### src/rtl/biriscv_fetch_queue_pkg.sv
// Shared core definitions for the fetch queue: payload layout and the
// decode-flag bit positions also used by the decode stage.
package biriscv_fetch_queue_pkg;

  // Payload layout: {instr[31:0], pc[31:0], fault_fetch, fault_page, flags[7:0]}
  localparam int PAYLOAD_W       = 74;
  localparam int FLAGS_LSB       = 0;
  localparam int FAULT_PAGE_BIT  = 8;
  localparam int FAULT_FETCH_BIT = 9;
  localparam int PC_LSB          = 10;
  localparam int INSTR_LSB       = 42;

  // Decode flag bit positions within the 8-bit flag field
  localparam int FLAG_EXEC     = 0;
  localparam int FLAG_LSU      = 1;
  localparam int FLAG_BRANCH   = 2;
  localparam int FLAG_MUL      = 3;
  localparam int FLAG_DIV      = 4;
  localparam int FLAG_CSR      = 5;
  localparam int FLAG_RD_VALID = 6;
  localparam int FLAG_INVALID  = 7;

  typedef logic [PAYLOAD_W-1:0] payload_t;

  // Assemble one queue entry from the decoded instruction fields.
  function automatic payload_t pack_payload(input logic [31:0] instr,
                                            input logic [31:0] pc,
                                            input logic        fault_fetch,
                                            input logic        fault_page,
                                            input logic [7:0]  flags);
    return {instr, pc, fault_fetch, fault_page, flags};
  endfunction

endpackage

### src/rtl/biriscv_fetch_queue_ram.sv
// DEPTH x 74 register array with two write ports and two combinational
// read ports. Contents clear on reset so idle payload outputs read as zero.
module biriscv_fetch_queue_ram
  import biriscv_fetch_queue_pkg::*;
#(
  parameter int DEPTH   = 8,
  parameter int DEPTH_W = 3
) (
  input  logic               clk,
  input  logic               rst_n,
  input  logic               wr0_en,
  input  logic [DEPTH_W-1:0] wr0_addr,
  input  payload_t           wr0_data,
  input  logic               wr1_en,
  input  logic [DEPTH_W-1:0] wr1_addr,
  input  payload_t           wr1_data,
  input  logic [DEPTH_W-1:0] rd0_addr,
  output payload_t           rd0_data,
  input  logic [DEPTH_W-1:0] rd1_addr,
  output payload_t           rd1_data
);

  payload_t mem [DEPTH];

  // Storage writes; the two write addresses never collide when both are enabled
  always_ff @(posedge clk or negedge rst_n) begin
    if (!rst_n) begin
      for (int i = 0; i < DEPTH; i++) mem[i] <= '0;
    end else begin
      if (wr0_en) mem[wr0_addr] <= wr0_data;
      if (wr1_en) mem[wr1_addr] <= wr1_data;
    end
  end

  assign rd0_data = mem[rd0_addr];
  assign rd1_data = mem[rd1_addr];

endmodule

### src/rtl/biriscv_fetch_queue.sv
// Dual-port in-order instruction queue between decode and issue. Absorbs
// issue stalls and empties in one cycle on a pipeline redirect.
// Handshake: a beat transfers on a cycle where valid and accept are both high
// at the rising edge; out1 transfers only together with out0 (age order),
// and in1 is written behind in0 when both transfer.
module biriscv_fetch_queue
  import biriscv_fetch_queue_pkg::*;
#(
  parameter int DEPTH   = 8,
  parameter int DEPTH_W = 3
) (
  input  logic               clk,
  input  logic               rst_n,
  input  logic               flush_i,

  input  logic               in0_valid_i,
  input  logic [31:0]        in0_instr_i,
  input  logic [31:0]        in0_pc_i,
  input  logic               in0_fault_fetch_i,
  input  logic               in0_fault_page_i,
  input  logic [7:0]         in0_flags_i,
  output logic               in0_accept_o,

  input  logic               in1_valid_i,
  input  logic [31:0]        in1_instr_i,
  input  logic [31:0]        in1_pc_i,
  input  logic               in1_fault_fetch_i,
  input  logic               in1_fault_page_i,
  input  logic [7:0]         in1_flags_i,
  output logic               in1_accept_o,

  output logic               out0_valid_o,
  output logic [31:0]        out0_instr_o,
  output logic [31:0]        out0_pc_o,
  output logic               out0_fault_fetch_o,
  output logic               out0_fault_page_o,
  output logic [7:0]         out0_flags_o,
  input  logic               out0_accept_i,

  output logic               out1_valid_o,
  output logic [31:0]        out1_instr_o,
  output logic [31:0]        out1_pc_o,
  output logic               out1_fault_fetch_o,
  output logic               out1_fault_page_o,
  output logic [7:0]         out1_flags_o,
  input  logic               out1_accept_i,

  output logic [DEPTH_W:0]   level_o
);

  localparam logic [DEPTH_W:0] LIM_ONE = (DEPTH_W+1)'(DEPTH - 1);
  localparam logic [DEPTH_W:0] LIM_TWO = (DEPTH_W+1)'(DEPTH - 2);

  logic [DEPTH_W-1:0] rd_ptr, wr_ptr;
  logic [DEPTH_W:0]   count;
  logic               push0, push1, pop0, pop1;
  logic [1:0]         n_push, n_pop;
  payload_t           rd0_data, rd1_data;

  // Space is judged on the start-of-cycle count; same-cycle pops do not free room
  assign in0_accept_o = (count <= LIM_ONE);
  assign in1_accept_o = in0_valid_i ? (count <= LIM_TWO) : (count <= LIM_ONE);

  assign push0 = in0_valid_i & in0_accept_o;
  assign push1 = in1_valid_i & in1_accept_o;

  assign out0_valid_o = (count >= (DEPTH_W+1)'(1));
  assign out1_valid_o = (count >= (DEPTH_W+1)'(2));

  assign pop0 = out0_valid_o & out0_accept_i;
  assign pop1 = pop0 & out1_valid_o & out1_accept_i;

  assign n_push = {1'b0, push0} + {1'b0, push1};
  assign n_pop  = {1'b0, pop0} + {1'b0, pop1};

  assign level_o = count;

  // Pointer and occupancy update; a redirect discards everything in flight
  always_ff @(posedge clk or negedge rst_n) begin
    if (!rst_n) begin
      rd_ptr <= '0;
      wr_ptr <= '0;
      count  <= '0;
    end else if (flush_i) begin
      rd_ptr <= '0;
      wr_ptr <= '0;
      count  <= '0;
    end else begin
      wr_ptr <= wr_ptr + DEPTH_W'(n_push);
      rd_ptr <= rd_ptr + DEPTH_W'(n_pop);
      count  <= count + (DEPTH_W+1)'(n_push) - (DEPTH_W+1)'(n_pop);
    end
  end

  // A lone in1 beat lands at wr_ptr, making it the oldest new entry
  biriscv_fetch_queue_ram #(.DEPTH(DEPTH), .DEPTH_W(DEPTH_W)) u_ram (
    .clk      (clk),
    .rst_n    (rst_n),
    .wr0_en   (push0 & ~flush_i),
    .wr0_addr (wr_ptr),
    .wr0_data (pack_payload(in0_instr_i, in0_pc_i, in0_fault_fetch_i,
                            in0_fault_page_i, in0_flags_i)),
    .wr1_en   (push1 & ~flush_i),
    .wr1_addr (wr_ptr + DEPTH_W'(push0)),
    .wr1_data (pack_payload(in1_instr_i, in1_pc_i, in1_fault_fetch_i,
                            in1_fault_page_i, in1_flags_i)),
    .rd0_addr (rd_ptr),
    .rd0_data (rd0_data),
    .rd1_addr (rd_ptr + DEPTH_W'(1)),
    .rd1_data (rd1_data)
  );

  assign out0_instr_o       = rd0_data[INSTR_LSB +: 32];
  assign out0_pc_o          = rd0_data[PC_LSB +: 32];
  assign out0_fault_fetch_o = rd0_data[FAULT_FETCH_BIT];
  assign out0_fault_page_o  = rd0_data[FAULT_PAGE_BIT];
  assign out0_flags_o       = rd0_data[FLAGS_LSB +: 8];

  assign out1_instr_o       = rd1_data[INSTR_LSB +: 32];
  assign out1_pc_o          = rd1_data[PC_LSB +: 32];
  assign out1_fault_fetch_o = rd1_data[FAULT_FETCH_BIT];
  assign out1_fault_page_o  = rd1_data[FAULT_PAGE_BIT];
  assign out1_flags_o       = rd1_data[FLAGS_LSB +: 8];

endmodule

### config.mk
export PLATFORM = sky130hd
export DESIGN_NAME = biriscv_fetch_queue
export DESIGN_NICKNAME = d
export VERILOG_FILES = /design/src/rtl/biriscv_fetch_queue_pkg.sv /design/src/rtl/biriscv_fetch_queue_ram.sv /design/src/rtl/biriscv_fetch_queue.sv
export SDC_FILE = /design/constraint.sdc
export NUM_CORES = 2
export LEC_CHECK = 0
export ABC_CLOCK_PERIOD_IN_PS = 3700
export CELL_PAD_IN_SITES_DETAIL_PLACEMENT = 1
export CELL_PAD_IN_SITES_GLOBAL_PLACEMENT = 1
export CORE_MARGIN = 3
export CORE_UTILIZATION = 50
export CTS_CLUSTER_DIAMETER = 60
export CTS_CLUSTER_SIZE = 30
export DETAILED_ROUTE_END_ITERATION = 16
export PLACE_DENSITY = 0.88
export SLEW_MARGIN = 10
export SYNTH_ARGS = -nofsm -noshare
export SYNTH_HDL_FRONTEND = slang
export SYNTH_SLANG_ARGS = --single-unit
export TNS_END_PERCENT = 30
### constraint.sdc
create_clock -name clk -period 3.7 [get_ports clk]
set_input_delay 0.37 -clock clk [delete_from_list [all_inputs] [get_ports clk]]
set_output_delay 0.37 -clock clk [all_outputs]
set_load 0.01 [all_outputs]
==> impl_metrics.csv <==
group,metric,value,unit
critical_path,crit_path_top_delay_cell,"mux4_2",
cts,cts_root_buf,"clkbuf_16",
critical_path,crit_chain,"buf_16, buf_4, mux4_2, mux2_2, clkdlybuf4s50_1",
drt,drtAntennaViolNets,0,
finish,num-fill-cells,6929,
yosys,synth_seq_area_share,0.389,
finish,layout_commonest_cell,"mux2_2",
yosys,synth-seq-cells,602,
grt,grt_pass1_vias,29300,
pwr,irDropWorstVdd,0.546,mV
floorplanning,rows,101,
drt,drt_iter0_markers,1862,
placed_design,dp_slack,-3.59,ps
cts,numCtsBuffers,51,
critical_path,worst_ep_arrival_time,3280,ps
critical_path,critPathBufInv,3,
cts,h-tree-depth,2,
yosys,ys_top_cells_by_area,"dfrtp_1, mux2_2, mux4_2",
timing,maxSlewHeadroom,0.365,
timing,max_freq,0.274,GHz
finish,area_delta_synth_final,17.7,%
floorplanning,die_area,80800,um2
floorplanning,ioPinCount,311,
drt,drc,0,
yosys,synth_top_area_frac,0.389,
outcome,status,"finished, final reports clean",
timing,worst_slack,51.2,ps
timing,fin_crit,3650,ps
grt,grtUsageMet1,0.383,
yosys,synth-edff-count,0,
critical_path,reg2reg_from,"level_o[3]",
critical_path,critical_path.max_fanout,56,
critical_path,cp-end-kind,"primary output",
yosys,synth_area,38700,um2
job,drv_cap,0,
pwr,total_power,0.0423,W
yosys,yosysTopAreaCell,"dfrtp_1",
critical_path,start_kind,"flip-flop",
grt,grt.overflow.total,0,
timing,finClkSkew,24.8,ps
grt,grt_max_degree,97,
floorplanning,chipHeight,284,um
hold_path,hp-class,"primary input to asynchronous set/reset pin",
timing,setup_violations,0,
floorplanning,die_w,284,um
critical_path,max_stage_delay,580,ps
placed_design,hpwl,77400,um
finish,final_cell_mix,"mux2_2, dfrtp_1, mux4_2",
cts,clk_pin_slew,90,ps
yosys,yosysWarnings,0,
yosys,synthArstFlopShare,1.00,
yosys,syn_avg_cell_area,15.2,um2
drt,first_pass_iters,5,
grt,track_usage,0.309,
critical_path,startpoint,"rd_ptr[0]",
timing,tightest_slew,953,ps
drt,vias,25900,
cts,cts.sinks,602,
timing,hold_viol_final,0,
timing,rsz0062_at_grt,"yes",
finish,drive_above_1_share,0.593,
yosys,syn_nets,2715,
drt,viasPerCell,6.69,
yosys,netlist_instances,2543,
placed_design,place_congestion,0.833,
grt,antenna_found_initial,20,
drt,wire_per_inst,32.8,um
cts,clkLatencyLatePin,630,ps
timing,whs,404,ps
finish,num-nets-final,2958,
critical_path,required,3330,ps
yosys,synth.distinct_cells,36,
cts,clockBufferDepth,3,
drt,totalWireLength,127000,um
critical_path,critPathTopFamily,"buffers and inverters",
grt,top_usage_layer,"met2",
pwr,p_per_area,928,nW/um2
placed_design,io_buffers,310,
yosys,synth_ff_type,"dfrtp_1",
critical_path,critPathKind,"flip-flop to primary output",
grt,met3_usage,0.0457,
timing,fin_crit_sh,0.986,
timing,slew_viol_final,0,
grt,grt_pass1_wl,191000,um
cts,cts_tree,"done",
floorplanning,start_util,0.507,
grt,use_met2,0.543,
floorplanning,fp.coreArea,76300,um2
pwr,p_leak,19.2,nW
## timing repair
action	CTS	global route
buffers inserted	2	0
pin swaps	1	0
hold buffers	1	0
resized for setup	39	54
gates cloned	2	1
endpoints found under the setup margin	98	132
endpoints found under the hold margin	83	0
## report_power, final
| part | leakage (nW) | internal (W) | total [W] | switching, W |
|---|---|---|---|---|
| logic | 10.7 | 0.0145 | 0.0242 | 0.00977 |
| registers | 7.65 | 0.00955 | 0.0121 | 0.00260 |
| clock network | 0.866 | 0.00304 | 0.00591 | 0.00287 |
| total | 19.2 | 0.0270 | 0.0423 | 0.0152 |
## Yosys cell counts, drive strengths merged (4+ instances only)
| cell | number |
|---|---|
| fa | 4 |
| buf | 171 |
| a2111oi | 9 |
| nor2 | 6 |
| ha | 13 |
| dfrtp | 602 |
| nor2b | 7 |
| mux4 | 296 |
| nand2 | 13 |
| and2 | 4 |
| a2bb2oi | 6 |
| inv | 13 |
| clkbuf | 45 |
| mux2 | 1326 |
| xnor2 | 4 |
## final timing paths
| kind | endpoint | slack (ps) | cells past startpoint |
|---|---|---|---|
| max | out0_instr_o[28] | 50 | 5 |
| min | u_ram.mem[91] | 400 | 2 |
| max reg2reg | u_ram.mem[187] | 290 | 12 |
| min reg2reg | u_ram.mem[405] | 650 | 2 |
| max in group asynchronous | u_ram.mem[548] | 2300 | 3 |
| min in group clk | u_ram.mem[276] | 570 | 2 |
## routing by layer
layer	up-vias	routed length, um
met5	-	27
met2	1058	66100
met4	4	4730
met1	14200	49600
met3	278	6880
li1	10400	-
## area by class of cell
type	count	area, um2	share of cell area
Clock buffer	61	1420	0.0311
Timing Repair Buffer	406	4730	0.104
Inverter	13	48.8	0.00107
Tap cell	1030	1290	0.0283
Clock inverter	34	375	0.00824
Multi-Input combinational cell	1712	22600	0.495
Sequential cell	602	15100	0.331
Antenna cell	20	50.0	0.00110
## registers in the layout, summed over array words and instances, names as in the netlist
signal / count
wr_ptr: 3
u_ram.mem: 592
level_o: 4
rd_ptr: 3
## worst reg2reg max path, delay by kind of cell (launching register included)
kind | cells | cell delay, ps
DFF | 1 | 370
adders and majority gates | 3 | 630
muxes | 1 | 410
and+or+nand+nor | 5 | 1330
buffers and inverters | 2 | 390
xor gates and xnor gates | 1 | 150
## per-stage QoR
| stage | cells | util | area [um2] | setup TNS, ps |
|---|---|---|---|---|
| floorplan | 2543 | - | 38700 | 0 |
| global placement | 3757 | 0.569 | 43400 | 0 |
| detailed placement | 3757 | 0.569 | 43400 | -8.00 |
| CTS | 3857 | 0.594 | 45300 | -2430 |
| global route | 3873 | 0.597 | 45500 | -122 |
| finish | 3878 | 0.597 | 45600 | 0 |
## cell families after synthesis
family	share of synthesized area
AO/OA/AOI/OAI	0.00698
XOR/XNOR	0.00158
adder cells (fa/ha/maj)	0.00627
buffers and inverters	0.0317
flip-flops	0.389
multiplexers	0.558
AND/OR/NAND/NOR	0.00605
(Power assumes the default switching activity.)
